==> src/rtl/id_ex_operand_stage.sv <==
// id_ex_operand_stage
// ---------------------------------------------------------------------------
// Pipeline register between register-read (decode) and execute for the
// 5-stage 64-bit CPU. It captures both register-file read ports, the decoded
// control byte and the sign-extended immediate.
//
// The register file only updates at the clock edge, so a write-back that is
// in flight during the same cycle is bypassed into the captured operands.
// While stalled, the held operands keep listening to write-back so that a
// result landing mid-stall is not lost. Flush inserts a bubble and wins
// over stall.
//
// Ports:
//   clk, reset                       rising-edge clock, async active-high reset
//   ReadData1/2, ReadRegister1/2     register file read ports and their indices
//   id_Rd, id_valid, id_ctrl, id_imm decoded destination, valid, control, imm
//   stall, flush                     hold current EX contents / insert bubble
//   wb_RegWrite, wb_WriteRegister,
//   wb_WriteData                     write-back port (same as register file)
//   ex_A, ex_B                       bypassed operands
//   ex_Rn, ex_Rm, ex_Rd              latched source/destination indices
//   ex_ctrl, ex_imm, ex_valid        latched control, immediate, valid
//   bubble_count                     (only with BUBBLE_CNT_EN) saturating count
//                                    of edges that loaded a bubble
//
// Optional feature macro: BUBBLE_CNT_EN
// ---------------------------------------------------------------------------
module id_ex_operand_stage #(
   parameter int regSize = 64,
   parameter int regAddr = 5,
   parameter int zeroReg = 31
) (
   input  logic               clk,
   input  logic               reset,
   input  logic [regSize-1:0] ReadData1,
   input  logic [regSize-1:0] ReadData2,
   input  logic [regAddr-1:0] ReadRegister1,
   input  logic [regAddr-1:0] ReadRegister2,
   input  logic [regAddr-1:0] id_Rd,
   input  logic               id_valid,
   input  logic [7:0]         id_ctrl,
   input  logic [regSize-1:0] id_imm,
   input  logic               stall,
   input  logic               flush,
   input  logic               wb_RegWrite,
   input  logic [regAddr-1:0] wb_WriteRegister,
   input  logic [regSize-1:0] wb_WriteData,
   output logic [regSize-1:0] ex_A,
   output logic [regSize-1:0] ex_B,
   output logic [regAddr-1:0] ex_Rn,
   output logic [regAddr-1:0] ex_Rm,
   output logic [regAddr-1:0] ex_Rd,
   output logic [7:0]         ex_ctrl,
   output logic [regSize-1:0] ex_imm,
   output logic               ex_valid
`ifdef BUBBLE_CNT_EN
   ,
   output logic [31:0]        bubble_count
`endif
);

   localparam logic [regAddr-1:0] zeroIdx = regAddr'(zeroReg);

   typedef enum logic {
      RUN,
      HOLD
   } stageState_t;

   stageState_t state;

   logic [regSize-1:0] nextA;
   logic [regSize-1:0] nextB;

   // Write-back bypass for one operand. XZR always reads as zero and can
   // never be the target of a bypass.
   function automatic logic [regSize-1:0] byp(input logic [regAddr-1:0] idx,
                                              input logic [regSize-1:0] rdata);
      logic [regSize-1:0] result;
      result = rdata;
      if (idx == zeroIdx) begin
         result = '0;
      end else if (wb_RegWrite && (wb_WriteRegister == idx)) begin
         result = wb_WriteData;
      end
      return result;
   endfunction

   // Operand selection: a load bypasses the fresh read-port data, a stall
   // re-bypasses the already held operands using the held source indices.
   always_comb begin
      nextA = byp(ReadRegister1, ReadData1);
      nextB = byp(ReadRegister2, ReadData2);
      if (stall) begin
         nextA = byp(ex_Rn, ex_A);
         nextB = byp(ex_Rm, ex_B);
      end
   end

   // Pipeline register with priority reset > flush > stall > load. The
   // RUN/HOLD state tracks whether the previous edge was a stall; the held
   // contents are the only visible effect of being in HOLD.
   always_ff @(posedge clk or posedge reset) begin
      if (reset) begin
         state    <= RUN;
         ex_A     <= '0;
         ex_B     <= '0;
         ex_Rn    <= '0;
         ex_Rm    <= '0;
         ex_Rd    <= '0;
         ex_ctrl  <= '0;
         ex_imm   <= '0;
         ex_valid <= 1'b0;
      end else begin
         case (state)
            RUN:     if (stall && !flush) state <= HOLD;
            HOLD:    if (!stall || flush) state <= RUN;
            default: state <= RUN;
         endcase

         if (flush) begin
            ex_A     <= '0;
            ex_B     <= '0;
            ex_Rn    <= '0;
            ex_Rm    <= '0;
            ex_Rd    <= '0;
            ex_ctrl  <= '0;
            ex_imm   <= '0;
            ex_valid <= 1'b0;
         end else if (stall) begin
            ex_A <= nextA;
            ex_B <= nextB;
         end else begin
            ex_A     <= nextA;
            ex_B     <= nextB;
            ex_Rn    <= ReadRegister1;
            ex_Rm    <= ReadRegister2;
            ex_Rd    <= id_Rd;
            ex_imm   <= id_imm;
            ex_valid <= id_valid;
            ex_ctrl  <= id_valid ? id_ctrl : 8'h00;
         end
      end
   end

`ifdef BUBBLE_CNT_EN
   // Counts edges that leave a bubble in EX, from a flush or from loading an
   // invalid decode slot. Stalls hold the slot and are not counted.
   always_ff @(posedge clk or posedge reset) begin
      if (reset) begin
         bubble_count <= '0;
      end else if ((flush || (!stall && !id_valid)) && (bubble_count != 32'hFFFF_FFFF)) begin
         bubble_count <= bubble_count + 32'd1;
      end
   end
`endif

endmodule

==> config.mk <==
export PLATFORM = sky130hd
export DESIGN_NAME = id_ex_operand_stage
export DESIGN_NICKNAME = d
export VERILOG_FILES = /design/src/rtl/id_ex_operand_stage.sv
export SDC_FILE = /design/constraint.sdc
export NUM_CORES = 1
export LEC_CHECK = 0
export BUFFER_PORTS_ARGS = -buffer_cell sky130_fd_sc_hd__buf_2
export CORE_AREA = 2 2 196 198
export DETAILED_ROUTE_END_ITERATION = 16
export DIE_AREA = 0 0 198 200
export SYNTH_ARGS = -nofsm -noshare
export SYNTH_HDL_FRONTEND = slang
export SYNTH_SLANG_ARGS = --single-unit
==> constraint.sdc <==
create_clock -name clk -period 11.2 [get_ports clk]
set_input_delay 1.12 -clock clk [delete_from_list [all_inputs] [get_ports clk]]
set_output_delay 1.12 -clock clk [all_outputs]
set_load 0.005 [all_outputs]
Word-level counts from Yosys, hierarchy flattened:

Cells that the tools add are included.

* eq/ne operators: 11
* mux-type cells: 25
* reduce and logical (&&, ||, !) cells: 4

Operator list (number)
* $mux 64: 14
* $mux 5: 6
* $mux 8: 3
* $eq 5x5->1: 4
* $eq 5x5->1 const B: 4
* $ne 4x1->1 const B: 2
* $logic_and 1x1->1: 4
* $mux 1: 2
* $ne 2x1->1 const B: 1

* register bits after elaboration: 216
* bits of input ports: 290

Logic depth before layout (Yosys ltp):

Gate-level depths: netlist of run 1.

* word-level depth: 6
* gate-level depth with buffers: 8

Worst setup path after synthesis of run 1:

No wires, ideal clock.

* path type: in2reg
* from: input port wb_WriteRegister[2]
* to: register ex_A[10]
* setup time: 0.151 ns
* arrival time: 2.315 ns
* required time: 11.049 ns
* path slack: 8.734 ns
* stages on the path: 8
* buffers on the path: 3
* cells stage by stage: buf_6 > xnor2_1 > nand4_1 > or2_1 > buf_6 > buf_6 > a311oi_1 > a211oi_2

* word-level cells in the longest chain between the ends: 6

RTL lines
* from (decl): line 46 `input logic [regAddr-1:0] wb_WriteRegister,`
* $eq 5x5->1: line 82 `end else if (wb_RegWrite && (wb_WriteRegister == idx)) begin`
* $logic_and 1x1->1: line 82
* $mux 64: line 82
* $mux 64: line 80 `if (idx == zeroIdx) begin`
* $mux 64: line 93 `if (stall) begin`
* $mux 64: line 120 `if (flush) begin`
* to (signal assigned): line 130 `ex_A <= nextA;`
* to (signal assigned): line 133 `ex_A <= nextA;`
* to (decl): line 48 `output logic [regSize-1:0] ex_A,`

Several ways; a longest one is shown, not always the timed one.
A chain may end at the register's enable or synchronous reset.

Final worst setup path of run 1:

* from: input port ReadRegister2[4]
* to: register ex_B[61]

* word-level cells in the longest chain between the ends: 6

RTL lines
* from (decl): line 38 `input logic [regAddr-1:0] ReadRegister2,`
* $eq 5x5->1: line 82
* $logic_and 1x1->1: line 82
* $mux 64: line 82
* $mux 64 *: line 80
* $mux 64 *: line 93
* $mux 64 *: line 120
* to (signal assigned): line 131 `ex_B <= nextB;`
* to (signal assigned): line 134 `ex_B <= nextB;`
* to (decl): line 49 `output logic [regSize-1:0] ex_B,`

Every way passes the cells marked *; elsewhere a longest branch is shown, timed or not.

==> results.cfg, run 1 <==
[flow_run]
max_cap_viol_count = 0

[routing]
firstDrtPassIters = 5
drt_iter0_markers = 716
drcViolationCount = 0
drt_wl_total_um = 52800
dr_total_vias = 12600
routed_via_density = 5.79
routedWlPerCell_um = 24.2
antenna_left = 0

[logic_synthesis]
ys_seq_area_share_pct = 40.8
postSynthAreaPerCell_um2 = 10.7
synth_cell_types = 27
synth_warnings = 0
ys_top_cells_by_area = dfrtp_1 (41%), a211oi_2 (11%), nor4b_2 (9.1%)
ys_async_sr_fraction_pct = 100
synth_top_cell_area_share_pct = 40.8
synthCells = 1242
syn-num-nets = 1532
synthesis.area_um2 = 13200
synth_top_area_cell = dfrtp_1
ys.flop_type = dfrtp_1
synthTopCellsByCount = nor2_1 (217), dfrtp_1 (216), a21oi_1 (129)
synth.most_common_cell = nor2_1
synth_edf_count = 0
ys_ff_latch = 216

[clocking]
clockBufferDepth = 3
clkTransAtPathRegs_ns = 0.07
ctsRootBufferMaster = clkbuf_16
htreeDepth = 1
postCtsHoldBufs = 0
cts.sinks = 216
numCtsBuffers = 27
cts_setup_buffers = 0
cts_tree = built
post_cts_resized = 0
clk_latency_ns = 0.56

[worst_setup_path]
cp-end-kind = flop
required_ns = 11.67
cp_max_fo = 46
start_kind = primary input
cp.arrival_ns = 3.56
r2r_slack_ns = 8.48
crit_type = in -> reg

[power_and_ir_drop]
power_density_nw_per_um2 = 140
vdd_drop_max_uv = 98.7
p_leak_nw = 7.46

[place]
io_buffers = 505
place_ws_ns = 7.52
gp_congestion = 0.845
hpwl_um = 34900

[run_status]
status = complete, no violations

[layout]
regArea_um2 = 5410
drive_gt1_share_pct = 47.5
multiInputGateArea_um2 = 7050
n_fill_cell = 3678
syn_to_final_growth_pct = 27.2
nets = 1926

[timing]
period_minus_slack_ns = 3.09
tns_ns = 0
worst_slack_ns = 8.11
max-slew-margin-rel_pct = 21.8
hold_viol = 0
rsz0062_at_grt = no
tightest_slew_ns = 1.17
fmax_mhz = 324
timing.final.crit_share_pct = 27.6
fin_skew_ns = 0.0171
final_max_slew_viol_count = 0
setup_viol = 0

[global_route]
track_usage_pct = 25.6
grt_antenna_before_repair = 16
grt_pass1_wl_um = 78500
grt_overflow = 0
grt_pass1_vias = 12500
grt_max_degree = 90

[floorplanning]
io_pins = 506
fp.coreArea_um2 = 37400
die_width_um = 198
start_util_pct = 35.4
rows = 71
die_area_um2 = 39600
die_h_um = 200

[hold_path]
min_path_type = reg -> reg
-- registers in the layout, summed over array words and instances, names as in the netlist --
| register | flops |
|---|---|
| ex_A | 64 |
| ex_B | 64 |
| ex_imm | 64 |
| ex_ctrl | 8 |
| ex_Rd | 5 |
| ex_Rm | 5 |
| ex_Rn | 5 |
| ex_valid | 1 |
-- critical path, stage by stage --
cell      delay [ns]
buf_2           0.14
xnor2_1         0.13
nand4_1         0.15
buf_4           0.48
or2_2           0.49
buf_4           0.58
a311oi_1        0.19
a211oi_1        0.22
-- stage by stage --
stage | hold slack, ns | util, % | cells | power (mW) | instance area (µm²)
floorplan | 0.511 | - | 1242 | 1.15 | 13200
global placement | 0.495 | 42.3 | 2118 | 1.36 | 15800
CTS | 0.523 | 45.0 | 2166 | 2.37 | 16800
global route | 0.550 | 45.0 | 2175 | 2.45 | 16800
finish | 0.518 | 45.0 | 2180 | 2.36 | 16800
detailed placement | 0.510 | 42.3 | 2118 | 1.37 | 15800
-- layout make-up --
type	instances	area share [%]
antenna	14	0.208
clock buffer	35	4.49
clock inverter	13	1.47
inverter	1	0.0668
multi-input combinational	863	41.8
sequential	216	32.1
tap	511	3.80
timing repair buffer	527	16.1
-- where the power goes --
part	internal [mW]	switching (mW)
Clock	0.634	0.371
Sequential	0.849	0.0428
Combinational	0.190	0.268
Total	1.67	0.682
-- cell families (layout without fill, tap and decap cells) --
group	after synthesis	after routing	share of synthesized area, %
simple gates	365	365	19.2
flops	216	216	40.8
other cells	0	14	0
xor+xnor	20	20	1.32
mux	79	79	5.97
compound gates	399	399	25.9
buf+inv	163	576	6.74
-- worst paths after layout --
path,from,to,cells after the start
max reg2reg,ex_Rn[2],ex_A[12],6
max,ReadRegister2[4],ex_B[61],8
min in group asynchronous,reset,ex_imm[50],2
min reg2reg,ex_imm[39],ex_imm[39],2
max in group asynchronous,reset,ex_Rd[2],4
min,ex_imm[39],ex_imm[39],2
-- metal layers --
layer  vias up  share of wire [%]  GRT usage, %
met4        12                2.8          9.13
met1      6285                 39          32.0
li1       5578                  -             -
met5         -               0.16             0
met2       659                 48          43.0
met3        89                9.7          6.74
-- layout by cell type (no fill, tap or decap), drive strengths merged, types with 8 or more instances in the layout --
cell type  count
a211oi       128
mux2i         79
a311oi       128
diode         14
xnor2         20
nor4b        128
a22oi          8
dfrtp        216
buf          527
nor2         217
clkbuf        35
a21oi        129
(Power assumes the default switching activity.)
==> run 2: changes to the inputs <==
Settings changed: CORE_AREA 2 2 196 198 to 2 2 197 199, DIE_AREA 0 0 198 200 to 0 0 199 201.
Clock period 11.2 ns to 2.7 ns, I/O delays scaled along.
==> results.cfg, run 2 (same netlist as run 1, synthesis figures left out) <==
[layout]
layout_commonest_cell = buf_2
top_regs = ex_A (64), ex_B (64), ex_imm (64)
n_fill_cell = 3606
nets = 2016
drive_gt1_share_pct = 45.6
fin_util_pct = 46.8
fin_area_um2 = 17800
regArea_um2 = 5410
multiInputGateArea_um2 = 7050
syn_to_final_growth_pct = 34.7
most-common-layout-cells = buf_2 (503), nor2_1 (216), dfrtp_1 (216)

[clocking]
cts_tree = built
cts.sinks = 216
clockBufferDepth = 3
post_cts_resized = 0
clkTransAtPathRegs_ns = 0.07
htreeDepth = 1
numCtsBuffers = 27
clk_latency_ns = 0.55
ctsRootBufferMaster = clkbuf_16

[timing]
setup_viol = 0
timing.final.crit_share_pct = 77.3
tightest_slew_ns = 0.929
rsz0062_at_grt = no
hold_viol = 0
worst_slack_ns = 0.613
fin_skew_ns = 0.00932
period_minus_slack_ns = 2.09
fmax_mhz = 479
max-slew-margin-rel_pct = 38.0
final_max_slew_viol_count = 0

[routing]
routed_via_density = 5.63
drt_wl_total_um = 52900
antenna_left = 0
drcViolationCount = 0
drt_iter0_markers = 714
firstDrtPassIters = 5
dr_total_vias = 12800
routedWlPerCell_um = 23.3

[global_route]
grt_overflow = 0
grt_antenna_before_repair = 20
grt_pass1_vias = 13200
grt_pass1_wl_um = 80700
track_usage_pct = 25.8
grt_max_degree = 81

[worst_setup_path]
start_kind = primary input
crit_path_top_delay_cell = dlygate4sd3_1
cp_max_fo = 29
critical-path-max-stage-delay_ns = 0.53
r2r_slack_ns = 0.69
worstPathBufferInverterCount = 3
crit_type = in -> reg
cp-end-kind = flop
path_cells = dlygate4sd3_1 -> buf_2 -> and3_1 -> and3_4 -> buf_4 -> nor4b_1 -> a311oi_1 -> a211oi_2
cp.arrival_ns = 2.49
required_ns = 3.10
cp_top_family = buffers and inverters

[floorplanning]
fp.coreArea_um2 = 38100
rows = 72
start_util_pct = 34.8
die_width_um = 199
die_area_um2 = 40000
die_h_um = 201
io_pins = 506

[place]
io_buffers = 505
placement.cell_area_um2 = 16100
hpwl_um = 34900
gp_congestion = 0.823
place_ws_ns = 0.599

[power_and_ir_drop]
finalPower_mw = 9.54
vdd_drop_max_uv = 478
p_leak_nw = 7.88
power_density_nw_per_um2 = 535

[hold_path]
min_path_type = in -> reg

[flow_run]
max_cap_viol_count = 0

[run_status]
status = complete, no violations
==> run 2: changes by cell type in the layout (fill, tap and decap cells not counted), sizes merged <==
cell         previous run  this run
dlygate4sd3             0        78
buf                   527       539
bufinv                  7         4
clkinvlp                0         3
diode                  14        11
clkinv                  5         7
inv                     2         0
clkbuf                 35        36
==> run 2: power breakdown <==
group          switching (mW)  leakage, nW  internal (mW)
sequential              0.171         2.75           3.52
clock                    1.50        0.452           2.32
combinational            1.13         4.67          0.900
total                    2.80         7.88           6.74
==> run 2: worst paths after layout <==
check                            startpoint         end  cells past startpoint
max                        ReadRegister1[3]    ex_A[23]                      8
min                              id_imm[60]  ex_imm[60]                      3
max reg2reg                        ex_Rn[4]    ex_A[16]                      6
min reg2reg                        ex_Rd[1]    ex_Rd[1]                      2
max in group asynchronous             reset    ex_A[32]                      4
min in group asynchronous             reset    ex_A[53]                      3
==> run 2: final cells by class <==
cell class	instances	area share, %
sequential	216	30.3
clock buffer	36	4.20
tap	518	3.63
inverter	1	0.0421
antenna	11	0.154
timing repair buffer	617	21.2
clock inverter	13	0.954
multi-input combinational	863	39.5
==> run 2: layer usage <==
metal  share of wire, %  track usage (%)  vias to the layer above  wire length [µm]
met1                 39             32.1                     6345             20700
met3                9.5             7.11                       86              5030
met4                2.6             9.49                       14              1370
met2                 49             42.7                      610             25700
met5               0.19                0                        -               103
li1                   -                -                     5755                 -
==> run 2: worst register-to-register path: stages, from the launching register on <==
cell,delay [ns]
dfrtp_1,0.48
xnor2_1,0.20
nand4_1,0.18
o21ai_4,0.26
buf_12,0.36
nor2_1,0.24
a211oi_2,0.22
==> run 2: stage by stage <==
step	std cells	setup TNS, ns	hold WS, ns
finish	2275	0	0.0152
global route	2274	0	0.0204
CTS	2264	0	0.00217
detailed placement	2137	0	0.385
global placement	2137	0	0.390
floorplan	1242	-82.54	0.423
==> run 2: timing repair <==
item                                   CTS  global route
hold buffers                            78             0
endpoints found under the hold margin   94             0
buffers inserted                         0             0
